==> src/rtl/uart_pkg.sv <==
// Shared UART RX definitions: FSM state encodings, default frame geometry and index-width helper.
package uart_pkg;

  localparam int OVERSAMPLE_DEF = 16;
  localparam int DATA_WIDTH_DEF = 8;

  localparam logic [2:0] ST_IDLE   = 3'd0;
  localparam logic [2:0] ST_START  = 3'd1;
  localparam logic [2:0] ST_DATA   = 3'd2;
  localparam logic [2:0] ST_PARITY = 3'd3;
  localparam logic [2:0] ST_STOP   = 3'd4;
  localparam logic [2:0] ST_BREAK  = 3'd5;

  typedef enum logic [2:0] {
    S_IDLE   = ST_IDLE,
    S_START  = ST_START,
    S_DATA   = ST_DATA,
    S_PARITY = ST_PARITY,
    S_STOP   = ST_STOP,
    S_BREAK  = ST_BREAK
  } state_e;

  // Width of data_index; a 1-bit frame still gets a 1-bit index.
  function automatic int iw_f(input int dw);
    return (dw > 1) ? $clog2(dw) : 1;
  endfunction

endpackage

==> src/rtl/uart_rx_bit_sampler_if.sv <==
// Serial-line inputs and deserializer/status outputs of the RX bit sampler.
// parity_error exists only when UART_RX_PARITY_EN is defined.
interface uart_rx_bit_sampler_if
  import uart_pkg::*;
#(
  parameter int DATA_WIDTH = DATA_WIDTH_DEF
) ();

  localparam int IW = iw_f(DATA_WIDTH);

  logic          baud_tick;
  logic          rx_in;
  logic          deserializer_enable;
  logic [IW-1:0] data_index;
  logic          sampled_bit;
  logic          rx_done;
  logic          framing_error;
  logic          rx_busy;
`ifdef UART_RX_PARITY_EN
  logic          parity_error;

  modport master (
    output baud_tick, rx_in,
    input  deserializer_enable, data_index, sampled_bit, rx_done, framing_error, rx_busy, parity_error
  );
  modport slave (
    input  baud_tick, rx_in,
    output deserializer_enable, data_index, sampled_bit, rx_done, framing_error, rx_busy, parity_error
  );
`else
  modport master (
    output baud_tick, rx_in,
    input  deserializer_enable, data_index, sampled_bit, rx_done, framing_error, rx_busy
  );
  modport slave (
    input  baud_tick, rx_in,
    output deserializer_enable, data_index, sampled_bit, rx_done, framing_error, rx_busy
  );
`endif

endinterface

==> src/rtl/uart_rx_sync.sv <==
// Two-flop synchroniser for the idle-high rx line; resets to 1 so reset never looks like a start bit.
module uart_rx_sync (
  input  logic clk_i,
  input  logic rst_i,
  input  logic d_i,
  output logic q_o
);

  logic meta_q;
  logic sync_q;

  always_ff @(posedge clk_i) begin
    if (rst_i) begin
      meta_q <= 1'b1;
      sync_q <= 1'b1;
    end else begin
      meta_q <= d_i;
      sync_q <= meta_q;
    end
  end

  assign q_o = sync_q;

endmodule

==> src/rtl/uart_rx_bit_sampler.sv <==
// UART RX start detect + mid-bit sampler feeding the deserializer; all outputs registered (1 UCLK after the sampling tick).
// No backpressure: the serial line cannot stall. Optional parity stage under `UART_RX_PARITY_EN`.
module uart_rx_bit_sampler
  import uart_pkg::*;
#(
  parameter int DATA_WIDTH = DATA_WIDTH_DEF,
  parameter int OVERSAMPLE = OVERSAMPLE_DEF,
  parameter int PARITY_ODD = 0
) (
  input logic                  UCLK,
  input logic                  reset,
  uart_rx_bit_sampler_if.slave bus
);

  localparam int IW = iw_f(DATA_WIDTH);
  localparam int TW = $clog2(OVERSAMPLE);

  localparam logic [TW-1:0] TICK_MID  = TW'(OVERSAMPLE / 2 - 1);
  localparam logic [TW-1:0] TICK_LAST = TW'(OVERSAMPLE - 1);
  localparam logic [IW-1:0] BIT_LAST  = IW'(DATA_WIDTH - 1);

  if (OVERSAMPLE < 4 || (OVERSAMPLE % 2) != 0 || DATA_WIDTH < 1 ||
      PARITY_ODD < 0 || PARITY_ODD > 1) begin : g_bad_cfg
    $error("uart_rx_bit_sampler: unsupported parameter set");
  end

  logic rx_s;

  uart_rx_sync u_sync (
    .clk_i (UCLK),
    .rst_i (reset),
    .d_i   (bus.rx_in),
    .q_o   (rx_s)
  );

  state_e        state_q, state_d;
  logic [TW-1:0] tick_cnt_q, tick_cnt_d;
  logic [IW-1:0] bit_cnt_q, bit_cnt_d;
  logic          den_q, den_d;
  logic [IW-1:0] data_index_q, data_index_d;
  logic          sampled_bit_q, sampled_bit_d;
  logic          rx_done_q, rx_done_d;
  logic          framing_error_q, framing_error_d;
  logic          rx_busy_q, rx_busy_d;
`ifdef UART_RX_PARITY_EN
  logic          par_q, par_d;
  logic          par_err_pend_q, par_err_pend_d;
  logic          parity_error_q, parity_error_d;
`endif

  logic          tick_wrap;
  logic [TW-1:0] tick_next;

  assign tick_wrap = (tick_cnt_q == TICK_LAST);
  assign tick_next = tick_wrap ? '0 : tick_cnt_q + 1'b1;

  always_comb begin
    state_d         = state_q;
    tick_cnt_d      = tick_cnt_q;
    bit_cnt_d       = bit_cnt_q;
    den_d           = 1'b0;
    data_index_d    = data_index_q;
    sampled_bit_d   = sampled_bit_q;
    rx_done_d       = 1'b0;
    framing_error_d = framing_error_q;
`ifdef UART_RX_PARITY_EN
    par_d           = par_q;
    par_err_pend_d  = par_err_pend_q;
    parity_error_d  = parity_error_q;
`endif

    if (bus.baud_tick) begin
      case (state_q)
        S_IDLE: begin
          if (!rx_s) begin
            state_d    = S_START;
            tick_cnt_d = '0;
          end
        end
        S_START: begin
          tick_cnt_d = tick_next;
          // Start bit confirmed at its centre; from here every bit is a full period away.
          if (tick_cnt_q == TICK_MID) begin
            tick_cnt_d = '0;
            if (!rx_s) begin
              state_d   = S_DATA;
              bit_cnt_d = '0;
`ifdef UART_RX_PARITY_EN
              par_d     = 1'b0;
`endif
            end else begin
              state_d = S_IDLE;
            end
          end
        end
        S_DATA: begin
          tick_cnt_d = tick_next;
          if (tick_wrap) begin
            den_d         = 1'b1;
            data_index_d  = bit_cnt_q;
            sampled_bit_d = rx_s;
`ifdef UART_RX_PARITY_EN
            par_d         = par_q ^ rx_s;
`endif
            if (bit_cnt_q == BIT_LAST) begin
              bit_cnt_d = '0;
`ifdef UART_RX_PARITY_EN
              state_d   = S_PARITY;
`else
              state_d   = S_STOP;
`endif
            end else begin
              bit_cnt_d = bit_cnt_q + 1'b1;
            end
          end
        end
`ifdef UART_RX_PARITY_EN
        S_PARITY: begin
          tick_cnt_d = tick_next;
          if (tick_wrap) begin
            par_err_pend_d = ((par_q ^ rx_s) != PARITY_ODD[0]);
            state_d        = S_STOP;
          end
        end
`endif
        S_STOP: begin
          tick_cnt_d = tick_next;
          if (tick_wrap) begin
            rx_done_d       = 1'b1;
            framing_error_d = !rx_s;
`ifdef UART_RX_PARITY_EN
            parity_error_d  = par_err_pend_q;
`endif
            state_d         = rx_s ? S_IDLE : S_BREAK;
          end
        end
        S_BREAK: begin
          // A line held low must return high before a new start bit can be seen.
          if (rx_s) begin
            state_d = S_IDLE;
          end
        end
        default: begin
          state_d    = S_IDLE;
          tick_cnt_d = '0;
        end
      endcase
    end

    rx_busy_d = (state_d != S_IDLE);
  end

  always_ff @(posedge UCLK) begin
    if (reset) begin
      state_q         <= S_IDLE;
      tick_cnt_q      <= '0;
      bit_cnt_q       <= '0;
      den_q           <= 1'b0;
      data_index_q    <= '0;
      sampled_bit_q   <= 1'b0;
      rx_done_q       <= 1'b0;
      framing_error_q <= 1'b0;
      rx_busy_q       <= 1'b0;
`ifdef UART_RX_PARITY_EN
      par_q           <= 1'b0;
      par_err_pend_q  <= 1'b0;
      parity_error_q  <= 1'b0;
`endif
    end else begin
      state_q         <= state_d;
      tick_cnt_q      <= tick_cnt_d;
      bit_cnt_q       <= bit_cnt_d;
      den_q           <= den_d;
      data_index_q    <= data_index_d;
      sampled_bit_q   <= sampled_bit_d;
      rx_done_q       <= rx_done_d;
      framing_error_q <= framing_error_d;
      rx_busy_q       <= rx_busy_d;
`ifdef UART_RX_PARITY_EN
      par_q           <= par_d;
      par_err_pend_q  <= par_err_pend_d;
      parity_error_q  <= parity_error_d;
`endif
    end
  end

  assign bus.deserializer_enable = den_q;
  assign bus.data_index          = data_index_q;
  assign bus.sampled_bit         = sampled_bit_q;
  assign bus.rx_done             = rx_done_q;
  assign bus.framing_error       = framing_error_q;
  assign bus.rx_busy             = rx_busy_q;
`ifdef UART_RX_PARITY_EN
  assign bus.parity_error        = parity_error_q;
`endif

endmodule

==> src/flat_wrapper.sv <==
// flat-port wrapper written by rule: the top's interface ports become plain ports
module uart_rx_bit_sampler_flat import uart_pkg::*;
#(
  parameter int DATA_WIDTH = DATA_WIDTH_DEF,
  parameter int OVERSAMPLE = OVERSAMPLE_DEF,
  parameter int PARITY_ODD = 0
)
  (UCLK, reset, bus_baud_tick, bus_rx_in, bus_deserializer_enable, bus_data_index, bus_sampled_bit, bus_rx_done, bus_framing_error, bus_rx_busy);
  uart_rx_bit_sampler_if #(.DATA_WIDTH(DATA_WIDTH)) bus_i ();
  input logic UCLK;
  input logic reset;
  input wire logic [$bits(bus_i.baud_tick)-1:0] bus_baud_tick;
  input wire logic [$bits(bus_i.rx_in)-1:0] bus_rx_in;
  output wire logic [$bits(bus_i.deserializer_enable)-1:0] bus_deserializer_enable;
  output wire logic [$bits(bus_i.data_index)-1:0] bus_data_index;
  output wire logic [$bits(bus_i.sampled_bit)-1:0] bus_sampled_bit;
  output wire logic [$bits(bus_i.rx_done)-1:0] bus_rx_done;
  output wire logic [$bits(bus_i.framing_error)-1:0] bus_framing_error;
  output wire logic [$bits(bus_i.rx_busy)-1:0] bus_rx_busy;
  assign bus_i.baud_tick = bus_baud_tick;
  assign bus_i.rx_in = bus_rx_in;
  assign bus_deserializer_enable = bus_i.deserializer_enable;
  assign bus_data_index = bus_i.data_index;
  assign bus_sampled_bit = bus_i.sampled_bit;
  assign bus_rx_done = bus_i.rx_done;
  assign bus_framing_error = bus_i.framing_error;
  assign bus_rx_busy = bus_i.rx_busy;
  uart_rx_bit_sampler #(.DATA_WIDTH(DATA_WIDTH), .OVERSAMPLE(OVERSAMPLE), .PARITY_ODD(PARITY_ODD)) u_core (.UCLK(UCLK), .reset(reset), .bus(bus_i));
endmodule
==> config.mk <==
export PLATFORM = sky130hd
export DESIGN_NAME = uart_rx_bit_sampler_flat
export DESIGN_NICKNAME = d
export VERILOG_FILES = /design/src/rtl/uart_pkg.sv /design/src/rtl/uart_rx_bit_sampler_if.sv /design/src/rtl/uart_rx_sync.sv /design/src/rtl/uart_rx_bit_sampler.sv /design/src/flat_wrapper.sv
export SDC_FILE = /design/constraint.sdc
export NUM_CORES = 1
export LEC_CHECK = 0
export BUFFER_PORTS_ARGS = -buffer_cell sky130_fd_sc_hd__buf_2
export CAP_MARGIN = 20
export CORE_MARGIN = 4
export CORE_UTILIZATION = 50
export CTS_CLUSTER_SIZE = 25
export DETAILED_ROUTE_END_ITERATION = 10
export PLACE_DENSITY = 0.75
export SKIP_LAST_GASP = 1
export SLEW_MARGIN = 10
export SYNTH_ARGS = -nofsm -noshare
export SYNTH_HDL_FRONTEND = slang
export SYNTH_SLANG_ARGS = --single-unit
==> constraint.sdc <==
create_clock -name UCLK -period 2 [get_ports UCLK]
set_input_delay 0.3 -clock UCLK [delete_from_list [all_inputs] [get_ports UCLK]]
set_output_delay 0.3 -clock UCLK [all_outputs]
set_load 0.01 [all_outputs]
== After elaboration in Yosys (flattened, before gate mapping) ==
Cells that the tools add are included.

* Bits in registers: 20
* Input bits: 4

* Add/subtract/negate cells: 2
* Equality and inequality tests: 11
* Multiplexer cells: 20
* Bitwise gates (word level): 4
* Reduce and logical (&&, ||, !) cells: 11

{| class="wikitable"
|+ Operator list
! kind !! number
|-
| 3-bit 2-to-1 mux || 12
|-
| 4-bit case mux with 4 select lines || 1
|-
| 3-bit case mux with 5 select lines || 1
|-
| 4-bit 2-to-1 mux || 3
|-
| 3-bit == test, second input constant || 3
|-
| 3-bit AND reduction || 3
|-
| 3-bit case mux with 2 select lines || 1
|-
| 3-bit OR reduction || 2
|-
| 5-bit AND reduction || 1
|-
| 4-bit by 1-bit adder with 4-bit output, second input constant || 1
|-
| 4-bit by 3-bit == test with 1-bit output, second input constant || 1
|-
| 4-bit == test, second input constant || 1
|-
| 2-bit by 1-bit != test with 1-bit output, second input constant || 2
|-
| 2-bit != test, second input constant || 2
|-
| 1-bit inverter || 4
|-
| 3-bit by 1-bit adder with 3-bit output, second input constant || 1
|-
| 3-bit by 1-bit == test with 1-bit output, second input constant || 1
|-
| 3-bit by 2-bit == test with 1-bit output, second input constant || 1
|-
| 3-bit logical NOT || 1
|-
| 3-bit nonzero test || 1
|-
| 2-bit 2-to-1 mux || 1
|-
| 2-bit nonzero test || 1
|-
| 2-bit OR reduction || 1
|-
| 1-bit logical NOT || 1
|-
| 1-bit 2-to-1 mux || 1
|}

== Depth between registers and ports, before layout ==
* Word-level depth: 6
* Depth in mapped cells: 6

== Modules after synthesis ==
A second synthesis with hierarchy kept.

* Cell total of the unflattened synthesis: 113
* Area total of the unflattened synthesis: 973.4 um2

{| class="wikitable"
|+ Modules (own cells, without submodules)
! module !! instances !! cells an instance !! area an instance (um2)
|-
| uart_rx_bit_sampler || 1 || 109 || 920.9
|-
| uart_rx_sync || 1 || 4 || 52.6
|}

== Worst setup path after synthesis ==
OpenSTA, ideal clock, no wires.

* Kind: reg-to-reg
* From: register u_core.tick_cnt_q[0]
* To: register u_core.bit_cnt_q[0]
* Setup time: 0.070 ns
* Arrival time: 1.579 ns
* Required time: 1.930 ns
* Path slack: 0.351 ns
* Cell stages (with the launch flop): 7
* Period minus slack after synthesis: 1.649 ns
* Cell sequence: dfxtp_1 > ha_1 > and3_1 > buf_2 > a21oi_1 > or4b_1 > a21oi_1

* Cells in the longest elaborated chain, start to end: 3
* Elaborated cells between the ends (all ways): 5

{| class="wikitable"
|+ RTL lines
! what !! line !! RTL
|-
| start: declaration || uart_rx_bit_sampler.sv:37 || <nowiki>logic [TW-1:0] tick_cnt_q, tick_cnt_d;</nowiki>
|-
| start signal: assignment || uart_rx_bit_sampler.sv:171 || <nowiki>tick_cnt_q <= tick_cnt_d;</nowiki>
|-
| 4-bit == test or 4-bit by 3-bit == test with 1-bit output (tied branches) || uart_rx_bit_sampler.sv:54, uart_rx_bit_sampler.sv:83 ||
|-
| 2-bit by 1-bit != test with 1-bit output (no source line) || - ||
|-
| 5-bit AND reduction (no source line) * || - ||
|-
| end signal: assignment || uart_rx_bit_sampler.sv:172 || <nowiki>bit_cnt_q <= bit_cnt_d;</nowiki>
|-
| end: declaration || uart_rx_bit_sampler.sv:38 || <nowiki>logic [IW-1:0] bit_cnt_q, bit_cnt_d;</nowiki>
|}

Every way passes the cells marked *; elsewhere a longest branch is shown, timed or not.
A chain may end at the register's enable or synchronous reset.

== Worst setup path in the final report ==
Same ends and word-level chain as after synthesis.

==> flow_metrics.py <==
metrics = {
    "synthesis": {
        "synth_area_leader_cell": "dfxtp_1",
        "synth_ff_type": "dfxtp_1",
        "synth_top_family_by_area": "simple AND/OR/NAND/NOR gates",
        "synth-adder-area-share_pct": 3.59,
        "yosysTopAreaCellShare_pct": 38.3,
        "ys_ff_latch": 20,
        "synth.area.mux_share_pct": 0.957,
        "synth-async-reset-ratio_pct": 0,
        "yosys.area_share.simple_pct": 31.0,
        "yosys.cell_count.top_type": "dfxtp_1",
        "avgSynthCellArea_um2": 8.79,
        "syn_nets": 126,
        "synth_compound_area_share_pct": 19.9,
        "synth.distinct_cells": 43,
        "synth_xor_area_share_pct": 0.837,
        "synth_seq_area_share_pct": 38.3,
        "synth-edff-count": 0,
        "syn_inst": 119,
        "synth_area_leaders": "dfxtp_1 38%, nand2_1 5.4%, a21oi_1 4.8%, ha_1 3.6%, or3b_1 3.3%",
        "ys_warn_count": 0,
        "synth_area_um2": 1050,
        "synth_common_cells": "20 x dfxtp_1, 15 x nand2_1, 10 x a21oi_1, 6 x o21ai_0, 6 x o21ai_1",
    },
    "final_layout": {
        "drive_gt1_share_pct": 19.8,
        "fin_area_um2": 1150,
        "fillCellCount": 179,
        "syn2layout_area_growth_pct": 10.4,
        "instances_no_fill": 158,
        "final_core_util_pct": 58.3,
        "n_antenna_cell": 0,
        "final_nets": 139,
    },
    "min_path": {
        "holdCritStartpoint": "bus_rx_in",
        "whs_endpoint": "u_core.u_sync.meta_q$_SDFF_PP1_",
        "hp-class": "in -> reg",
        "min_path_cells": 2,
    },
    "clock_tree": {
        "clk_pin_slew_ns": 0.11,
        "post_cts_buffers": 0,
        "cts-root-buf": "clkbuf_4",
        "cts_resized": 0,
        "hold_buffers": 0,
        "cts_htree_levels": 1,
        "cts_tree": "built",
        "cts_buffer_depth": 2,
        "cts_buffers": 3,
        "clock_latency_ns": 0.30,
        "cts.sinks": 20,
    },
    "critical_path": {
        "start_kind": "register",
        "path_max_fanout": 8,
        "cp.arrival_ns": 2.03,
        "r2r_setup_slack_ns": 0.21,
        "rr_endpoint": "u_core.bit_cnt_q[0]$_SDFFE_PP0P_",
        "setup.worst_path.class": "reg -> reg",
        "crit_start": "u_core.tick_cnt_q[0]$_SDFFE_PP0P_",
        "end_kind": "register",
        "r2r_cells": 5,
        "r2r_start": "u_core.tick_cnt_q[0]$_SDFFE_PP0P_",
        "required_ns": 2.24,
    },
    "floorplanning": {
        "coreArea_um2": 1980,
        "chipWidth_um": 53.7,
        "row_count": 16,
        "dieArea_um2": 2890,
        "initial_core_util_pct": 52.8,
        "ios": 12,
        "die_height_um": 53.7,
    },
    "pwr": {
        "power.density_nw_per_um2": 589,
        "peakVddDrop_mv": 0.417,
        "leakagePower_nw": 0.453,
    },
    "detailed_routing": {
        "drc": 0,
        "routed-via-count": 922,
        "final_antenna_net_count": 0,
        "drtIter0Drc": 25,
        "drt-pass1-iter-count": 4,
        "routed_wire_length_per_instance_um": 13.2,
        "drt-total-wl_mm": 2.09,
        "drt-vias-per-instance": 5.84,
    },
    "status": {
        "status": "finished, final reports clean",
    },
    "placed_design": {
        "place_inst": 154,
        "gp_congestion": 0.877,
        "dpl_cell_area_um2": 1110,
        "dp_hpwl_mm": 1.54,
        "portBuffers": 11,
    },
    "timing": {
        "timing.setup.tns_ns": 0,
        "slew-limit-headroom_pct": 72.6,
        "rsz0062_at_grt": "no",
        "fin_crit_sh_pct": 89.3,
        "max_freq_mhz": 560,
        "worst_pin_slew_ns": 0.408,
        "hold_viol_final": 0,
        "slew_violations": 0,
        "period_needed_ns": 1.79,
        "setup_viol": 0,
        "fin_skew_ns": 0.00142,
    },
    "global_route": {
        "antenna_found_initial": 0,
        "grt_start_max_net_pins": 17,
        "grt_overflow": 0,
        "grt_usage_pct": 16.6,
        "grt_pass1_vias": 845,
        "grt_pass1_wl_mm": 3.57,
    },
    "job": {
        "cap_violations": 0,
    },
}
[metal layers]
layer	up-vias	part of all wire, %	track usage, %
met5	-	0	0
met4	0	3.3	9.36
met3	8	6.4	4.16
met2	38	46	27.0
met1	418	45	19.7
li1	458	-	-
[layout make-up]
| class | instances | area [µm²] | share of cell area (%) |
|---|---|---|---|
| Multi-Input combinational cell | 89 | 591 | 51.1 |
| Sequential cell | 20 | 402 | 34.8 |
| Timing Repair Buffer | 14 | 77.6 | 6.72 |
| Clock buffer | 4 | 36.3 | 3.14 |
| Tap cell | 27 | 33.8 | 2.93 |
| Inverter | 4 | 15.0 | 1.30 |
[flip-flops by register name, summed over array words and instances (netlist names)]
register                        cells
u_core.u_sync.meta_q                1
u_core.bit_cnt_q                    3
u_core.bus.rx_done                  1
u_core.bus.deserializer_enable      1
u_core.bus.framing_error            1
u_core.state_q                      3
u_core.bus.sampled_bit              1
u_core.bus.data_index               3
u_core.bus.rx_busy                  1
u_core.u_sync.q_o                   1
u_core.tick_cnt_q                   4
[stage by stage]
step / worst slack, ns / total power (W) / hold WS, ns
2_1_floorplan: 0.351 / 0.000438 / 0.383
3_3_place_gp: 0.259 / 0.000450 / 0.387
3_5_place_dp: 0.179 / 0.000452 / 0.399
4_1_cts: 0.143 / 0.000685 / 0.171
5_1_grt: 0.0760 / 0.000702 / 0.174
6_report: 0.214 / 0.000680 / 0.173
[worst max-delay path: stages, from the launching register on]
cell and delay [ns]:
dfxtp_1 0.39, ha_2 0.25, and3_1 0.28, a21oi_1 0.15, or4b_1 0.51, a21oi_1 0.14
[placed cells by master, fill, tap and decap left out, types with 3 or more instances in the layout]
cell type,n
a21oi_1,10
and3_1,3
buf_2,11
buf_4,3
clkbuf_4,3
dfxtp_1,19
inv_1,4
nand2_1,15
nand3_1,3
nor2_1,5
o21ai_0,6
o21ai_1,6
or3b_1,4
[cell families after synthesis]
logic type,count (synthesis)
XOR/XNOR,1
AND/OR/NAND/NOR,50
adder cells (fa/ha/maj),3
flip-flops,20
multiplexers,1
AO/OA/AOI/OAI,34
buffers and inverters,10
[worst max-delay path by stage]
stage / end / slack (ns) / depth (start not counted)
after floorplan: u_core.bit_cnt_q[0]$_SDFFE_PP0P_ / 0.35 / 6
after global placement: u_core.tick_cnt_q[3]$_SDFFE_PP0P_ / 0.26 / 4
after detailed placement: u_core.tick_cnt_q[3]$_SDFFE_PP0P_ / 0.18 / 4
after CTS: u_core.tick_cnt_q[3]$_SDFFE_PP0P_ / 0.14 / 4
after global routing: u_core.bit_cnt_q[0]$_SDFFE_PP0P_ / 0.08 / 5
final: u_core.bit_cnt_q[0]$_SDFFE_PP0P_ / 0.21 / 5
[where the power goes]
group / total (W) / leakage [nW] / switching, W / internal (W)
sequential: 0.000406 / 0.162 / 0.00000404 / 0.000402
combinational: 0.0000375 / 0.270 / 0.0000240 / 0.0000135
clock: 0.000237 / 0.0210 / 0.000126 / 0.000111
Note: power is estimated with default switching activity, not from simulation.
